$ cat src/rtl/exc_flush_ctrl.sv
// Exception/ERTN redirect sequencer: latches the target on acceptance, pulses a global flush, then holds the redirect until fetch takes it.
// Latency: flush one cycle after acceptance, redirect from the cycle after; while busy, new events are dropped and interrupt injection is masked.
module exc_flush_ctrl #(
  parameter logic [5:0] ECODE_TLBR = 6'h3F,
  parameter int         CNT_W      = 16
) (
  input  logic             i_clk,
  input  logic             i_resetn,
  input  logic             i_wb_ex,
  input  logic             i_ertn_flush,
  input  logic [5:0]       i_wb_ecode,
  input  logic [31:0]      i_csr_eentry,
  input  logic [31:0]      i_csr_tlbrentry,
  input  logic [31:0]      i_csr_era,
  input  logic             i_has_int,
  input  logic             i_fetch_ready,
  output logic             o_flush_all,
  output logic             o_redirect_valid,
  output logic [31:0]      o_redirect_pc,
  output logic             o_ctrl_busy,
  output logic             o_int_req,
  output logic [CNT_W-1:0] o_exc_cnt,
  output logic [CNT_W-1:0] o_ertn_cnt
);

  typedef enum logic [1:0] {S_IDLE, S_FLUSH, S_REDIR} state_t;

  localparam logic [CNT_W-1:0] CNT_ONE = {{(CNT_W-1){1'b0}}, 1'b1};

  state_t            r_state;
  state_t            w_state_nxt;
  logic [31:0]       r_redirect_pc;
  logic              r_int_req;
  logic [CNT_W-1:0]  r_exc_cnt;
  logic [CNT_W-1:0]  r_ertn_cnt;
  logic              w_accept;
  logic              w_acc_exc;
  logic              w_acc_ertn;
  logic [31:0]       w_target;

  // Events outside IDLE come from already-flushed upstream and are dropped.
  assign w_accept   = (r_state == S_IDLE) & (i_wb_ex | i_ertn_flush);
  assign w_acc_exc  = w_accept & i_wb_ex;
  assign w_acc_ertn = w_accept & ~i_wb_ex & i_ertn_flush;

  always_comb begin
    w_target = i_csr_era;
    if (i_wb_ex) begin
      w_target = (i_wb_ecode == ECODE_TLBR) ? i_csr_tlbrentry : i_csr_eentry;
    end
  end

  always_ff @(posedge i_clk or negedge i_resetn) begin
    if (!i_resetn) begin
      r_state <= S_IDLE;
    end else begin
      r_state <= w_state_nxt;
    end
  end

  always_comb begin
    w_state_nxt      = r_state;
    o_flush_all      = 1'b0;
    o_redirect_valid = 1'b0;
    o_ctrl_busy      = 1'b1;
    case (r_state)
      S_IDLE: begin
        o_ctrl_busy = 1'b0;
        if (w_accept) w_state_nxt = S_FLUSH;
      end
      S_FLUSH: begin
        o_flush_all = 1'b1;
        w_state_nxt = S_REDIR;
      end
      S_REDIR: begin
        o_redirect_valid = 1'b1;
        if (i_fetch_ready) w_state_nxt = S_IDLE;
      end
      default: begin
        w_state_nxt = S_IDLE;
      end
    endcase
  end

  always_ff @(posedge i_clk or negedge i_resetn) begin
    if (!i_resetn) begin
      r_redirect_pc <= 32'h0;
      r_int_req     <= 1'b0;
      r_exc_cnt     <= '0;
      r_ertn_cnt    <= '0;
    end else begin
      if (w_accept) r_redirect_pc <= w_target;
      r_int_req <= i_has_int & (r_state == S_IDLE) & ~i_wb_ex & ~i_ertn_flush;
      if (w_acc_exc && !(&r_exc_cnt))   r_exc_cnt  <= r_exc_cnt + CNT_ONE;
      if (w_acc_ertn && !(&r_ertn_cnt)) r_ertn_cnt <= r_ertn_cnt + CNT_ONE;
    end
  end

  assign o_redirect_pc = r_redirect_pc;
  assign o_int_req     = r_int_req;
  assign o_exc_cnt     = r_exc_cnt;
  assign o_ertn_cnt    = r_ertn_cnt;

endmodule
$ cat config.mk
export PLATFORM = sky130hd
export DESIGN_NAME = exc_flush_ctrl
export DESIGN_NICKNAME = d
export VERILOG_FILES = /design/src/rtl/exc_flush_ctrl.sv
export SDC_FILE = /design/constraint.sdc
export NUM_CORES = 1
export LEC_CHECK = 0
export CELL_PAD_IN_SITES_DETAIL_PLACEMENT = 1
export CELL_PAD_IN_SITES_GLOBAL_PLACEMENT = 2
export CORE_MARGIN = 3
export CORE_UTILIZATION = 24
export CTS_CLUSTER_DIAMETER = 40
export CTS_CLUSTER_SIZE = 10
export DETAILED_ROUTE_END_ITERATION = 8
export PLACE_DENSITY = 0.87
export SYNTH_ARGS = -nofsm -noshare
export SYNTH_HDL_FRONTEND = slang
export SYNTH_SLANG_ARGS = --single-unit
$ cat constraint.sdc
create_clock -name i_clk -period 2.3 [get_ports i_clk]
set_clock_uncertainty 0.2 [all_clocks]
set_input_delay 0.46 -clock i_clk [delete_from_list [all_inputs] [get_ports i_clk]]
set_output_delay 0.46 -clock i_clk [all_outputs]
set_load 0.01 [all_outputs]
Word-level counts from Yosys, hierarchy flattened. Cells that the tools add are included.

Memories: 0. Register bits: 67. Memory bits (writable): 0. Latch bits: 0. Word-level logic and storage cells: 38. Memory bits (read-only): 0.

Magnitude comparators: 0. Equality and inequality tests: 5. Bitwise logic cells: 10. Reduce and logical (&&, ||, !) cells: 8. $mul: 0. Shifts and indexed selects: 0. Multiplexer cells: 8. Div/mod/pow operators: 0. $add $sub $neg: 2.

Operators by type and width (count): two-way mux 32 bit (2); adder 16 x 1 -> 16 bit (second input constant) (2); AND reduction 16 bit (2); AND 1 bit (7); == test 6 bit (second input constant) (1); one-hot mux 2 bit (3 select lines) (1); two-way mux 2 bit (2); inequality test 2 bit (second input constant) (2); two-way mux 1 bit (3); == test 2 x 1 -> 1 bit (second input constant) (1); == test 2 bit (second input constant) (1); logical AND 1 bit (2); zero test 1 bit (2); zero test 2 bit (1); NOT 1 bit (2); AND reduction 2 bit (1); bitwise OR 1 bit (1).

Logic depth before layout (Yosys ltp).
Word-level depth: 5. Gate-level depth with buffers: 6.

Least setup slack after synthesis. No wires, ideal clock.

Path type: input to register. Start point: input i_wb_ecode[4]. End point: register r_redirect_pc[10], in the netlist o_redirect_pc[10]. Library setup time: 0.126 ns. Arrival time: 1.767 ns. Data required time: 1.974 ns. Path slack: 0.208 ns. Stages: 5. Path through: nand4_1 -> nor2_1 -> buf_1 -> mux2_2 -> a221o_1.

Cells in the longest elaborated chain, start to end: 3.

RTL lines: start: declaration (line 11) `input logic [5:0] i_wb_ecode,`; == test 6 bit (line 49) `w_target = (i_wb_ecode == ECODE_TLBR) ? i_csr_tlbrentry : i_csr_eentry;`; two-way mux 32 bit (line 49); two-way mux 32 bit (line 48) `if (i_wb_ex) begin`; end signal: assignment (line 92) `if (w_accept) r_redirect_pc <= w_target;`; end: declaration (line 32) `logic [31:0] r_redirect_pc;`.

No other way between the ends. A chain may end at the register's enable or synchronous reset.

Worst setup path in the final report.
Start point: register r_state[0]. End point: output o_flush_all.

Cells in the longest elaborated chain, start to end: 2.

RTL lines: start: declaration (line 30) `state_t r_state;`; start signal: assignment (line 57) `r_state <= w_state_nxt;`; == test 2 x 1 -> 1 bit (line 66) `case (r_state)`; two-way mux 1 bit (line 66); end: declaration (line 17) `output logic o_flush_all,`.

No other way between the ends.

==> run_results.csv <==
group,metric,value,unit
logic_synthesis,async_flop_share,100.0,%
layout,most-common-layout-cells,"173 x sky130_fd_sc_hd__clkdlybuf4s50_1, 65 x sky130_fd_sc_hd__dfrtp_1, 35 x sky130_fd_sc_hd__nor3b_1",
route,post_detailed_route_count_of_antenna_violating_nets,0,
timing,hold_violations,0,
cts,cts.path.max_buffers,2,
power,post-layout-total-power,5597,uW
timing,timing.hold.ws,292.9,ps
logic_synthesis,yosysSeqAreaShare,47.74,%
timing,setup-violations-final,0,
cts,clock_sinks,67,
worst_setup_path,critical_path_cell_with_the_highest_stage_delay,"sky130_fd_sc_hd__clkdlybuf4s50_1",
layout,nNetsFinal,600,
worst_setup_path,required_time_at_the_worst_slack_endpoint,1640,ps
min_path,min_to,"o_exc_cnt[7]",
floorplanning,dieArea,16120,um2
floorplanning,die_w,127.0,um
run,drv.max_cap_violation_count,0,
worst_setup_path,startpoint_of_the_worst_slack_reg_to_reg_timing_path,"o_ertn_cnt[0]",
logic_synthesis,synth_ff_type,"sky130_fd_sc_hd__dfrtp_1",
global_route,gr-usage-all-layers,15.19,%
placement,port-buffer-count,175,
min_path,min_path_cells,1,
timing,timing.final.crit_share,95.24,%
run_status,status,"complete, no violations",
min_path,hp-class,"reg -> reg",
route,remaining_drc_errors,0,
global_route,pin_count_of_the_biggest_net_entering_global_routing,42,
logic_synthesis,syn_area_per_cell,11.55,um2
layout,filler_cell_count,1560,
cts,root_buffer,"sky130_fd_sc_hd__clkbuf_16",
cts,htree_levels,3,
worst_setup_path,critical_path.n_buffers_inverters,1,
floorplanning,placement_rows,43,
route,post_drt_via_cell_ratio,4.938,
min_path,min_from,"o_exc_cnt[7]",
worst_setup_path,cp_cell_sequence,"nor2b_1 > clkdlybuf4s50_1",
placement,dp_hpwl,9014,um
floorplanning,die_height,127.0,um
global_route,first_global_vias,3565,
floorplanning,initial_utilization,24.92,%
layout,register_cell_area_after_layout,1679,um2
timing,timing.max_slew.rel_slack,66.71,%
worst_setup_path,critPathMaxStageDelay,560,ps
route,wl,11910,um
worst_setup_path,worst-path-max-fanout,6,
logic_synthesis,postSynthRegisterBits,67,
route,route.vias.total,3333,
power,ir_worst_vdd,0.4018,mV
layout,drive_above_1_share,15.76,%
placement,gpl.final_weighted_congestion,0.8420,
timing,period_needed,2191,ps
worst_setup_path,regToRegEndpoint,"o_ertn_cnt[2]",
route,drt-initial-drc-count,146,
cts,post-cts-setup-buffers,0,
worst_setup_path,r2r_cells,5,
timing,maxClockFrequency,456.5,MHz
layout,finish.instance_area,5907,um2
power,power.density_cell_area,947.5,nW/um2
logic_synthesis,syn_nets,414,
worst_setup_path,endpoint_kind,"output port",
layout,antenna_cells,0,
logic_synthesis,number_of_enable_type_register_cells_in_the_synthesized_netlist,0,
logic_synthesis,syn-instance-count,304,
cts,cts_inserted_buffers,9,
worst_setup_path,setup.worst_path.class,"reg -> out",
layout,total_area_of_multi_input_combinational_cells,1763,um2
layout,layout_commonest_cell,"sky130_fd_sc_hd__clkdlybuf4s50_1",
worst_setup_path,timing.critical_path.arrival,1530,ps
global_route,antenna_found_initial,0,
cts,clk-insertion-delay-late,330,ps
layout,syn_to_final_growth,68.19,%
global_route,grt_overflow,0,
logic_synthesis,synth.yosys.warnings,0,
placement,dpl_cell_area,5608,um2
logic_synthesis,post_synth_num_cell_types,38,
floorplanning,fp.coreArea,14100,um2
timing,tightest_slew,498.3,ps
power,p_leak,0.002396,uW
logic_synthesis,combined_area_of_all_synthesized_cells,3512,um2
floorplanning,io-pin-count,176,
cts,cts_tree,"done",
global_route,grt_pass1_wl,19280,um
route,route.detailed.wl_per_inst,17.64,um
cts,clkSlewWorstSetupHoldPaths,60,ps
route,first_pass_iters,4,
timing,setup_repair_after_global_routing_missed_its_margin,"false",
worst_setup_path,cp_top_family,"buffers and inverters",
worst_setup_path,reg2reg_slack,220,ps
worst_setup_path,worst_setup_sp_type,"flip-flop",
timing,finalMaxSlewViolations,0,
## layout make-up
class                      count  share of cell area [%]
timing repair buffer         194                   32.83
multi-input combinational    213                   29.85
sequential                    67                   28.43
clock buffer                  12                   4.342
tap                          180                   3.813
clock inverter                 4                  0.4236
inverter                       5                  0.3177
## logic make-up (layout without fill, tap and decap cells)
| group | Yosys count | in the layout | share of synthesized area, % |
|---|---|---|---|
| fa+ha+maj | 2 | 2 | 0.7124 |
| xor+xnor | 27 | 27 | 6.733 |
| simple gates | 109 | 109 | 20.20 |
| flops | 67 | 67 | 47.74 |
| buf+inv | 24 | 215 | 2.743 |
| mux | 35 | 35 | 11.22 |
| compound gates | 40 | 40 | 10.65 |
## repair_timing
item,in CTS,in global routing
endpoints found under the hold margin,27,0
gates resized for setup,2,2
cloned,0,0
hold buffers,1,0
endpoints found under the setup margin,1,2
## report_power, final
group | total (uW) | leakage [uW] | switching, uW | internal (uW)
registers | 1930 | 0.000850 | 349 | 1580
logic | 2370 | 0.00141 | 969 | 1400
clock network | 1300 | 0.000135 | 515 | 785
total | 5600 | 0.00240 | 1830 | 3760
## Yosys cell counts (3+ instances only)
library cell / count / share of area, %
sky130_fd_sc_hd__dfrtp_1: 67 / 48
sky130_fd_sc_hd__nor3b_1: 35 / 7.5
sky130_fd_sc_hd__a221o_1: 32 / 9.1
sky130_fd_sc_hd__mux2_2: 32 / 10
sky130_fd_sc_hd__xor2_1: 19 / 4.7
sky130_fd_sc_hd__nand2_1: 12 / 1.3
sky130_fd_sc_hd__nor2_1: 12 / 1.3
sky130_fd_sc_hd__clkbuf_1: 11 / 1.2
sky130_fd_sc_hd__nand4_1: 9 / 1.6
sky130_fd_sc_hd__nand3_1: 8 / 1.1
sky130_fd_sc_hd__nor3_1: 8 / 1.1
sky130_fd_sc_hd__xnor2_1: 8 / 2.0
sky130_fd_sc_hd__and3_1: 6 / 1.1
sky130_fd_sc_hd__buf_2: 5 / 0.71
sky130_fd_sc_hd__inv_1: 5 / 0.53
sky130_fd_sc_hd__and4_1: 3 / 0.75
sky130_fd_sc_hd__buf_1: 3 / 0.32
sky130_fd_sc_hd__mux2_1: 3 / 0.96
sky130_fd_sc_hd__nor4_1: 3 / 0.53
## worst max path at each step
stage / end / cells after the start / slack, ps / start
finish: o_flush_all / 2 / 110 / r_state[0]
global route: o_flush_all / 2 / 30 / r_state[0]
CTS: o_flush_all / 2 / 10 / r_state[0]
detailed placement: o_redirect_pc[17] / 6 / -180 / i_wb_ecode[5]
global placement: o_ertn_cnt[7] / 6 / -130 / i_ertn_flush
floorplan: o_redirect_pc[10] / 5 / 210 / i_wb_ecode[4]
## sequential cells by signal (all words and copies together) (netlist names)
register and flops:
o_exc_cnt 16, o_redirect_pc 32, o_int_req 1, r_state 2, o_ertn_cnt 16
## routing by layer
metal / up-vias / part of all wire [%] / GRT usage, %
met5: - / 0 / 0
met4: 0 / 1.5 / 5.489
met3: 12 / 8.6 / 5.309
met2: 123 / 49 / 24.47
met1: 1668 / 41 / 18.88
li1: 1530 / - / -
## per-stage QoR
step                      util (%)  setup TNS (ps)  cells  setup slack (ps)
final                        41.90               0    675             109.5
after global routing         41.90               0    675             26.38
after CTS                    41.88               0    675             12.42
after detailed placement     39.78           -5531    658            -179.1
after global placement       39.78           -4399    658            -133.1
after floorplan                  -               0    304             207.5
Power figures use the tool's default switching activity.
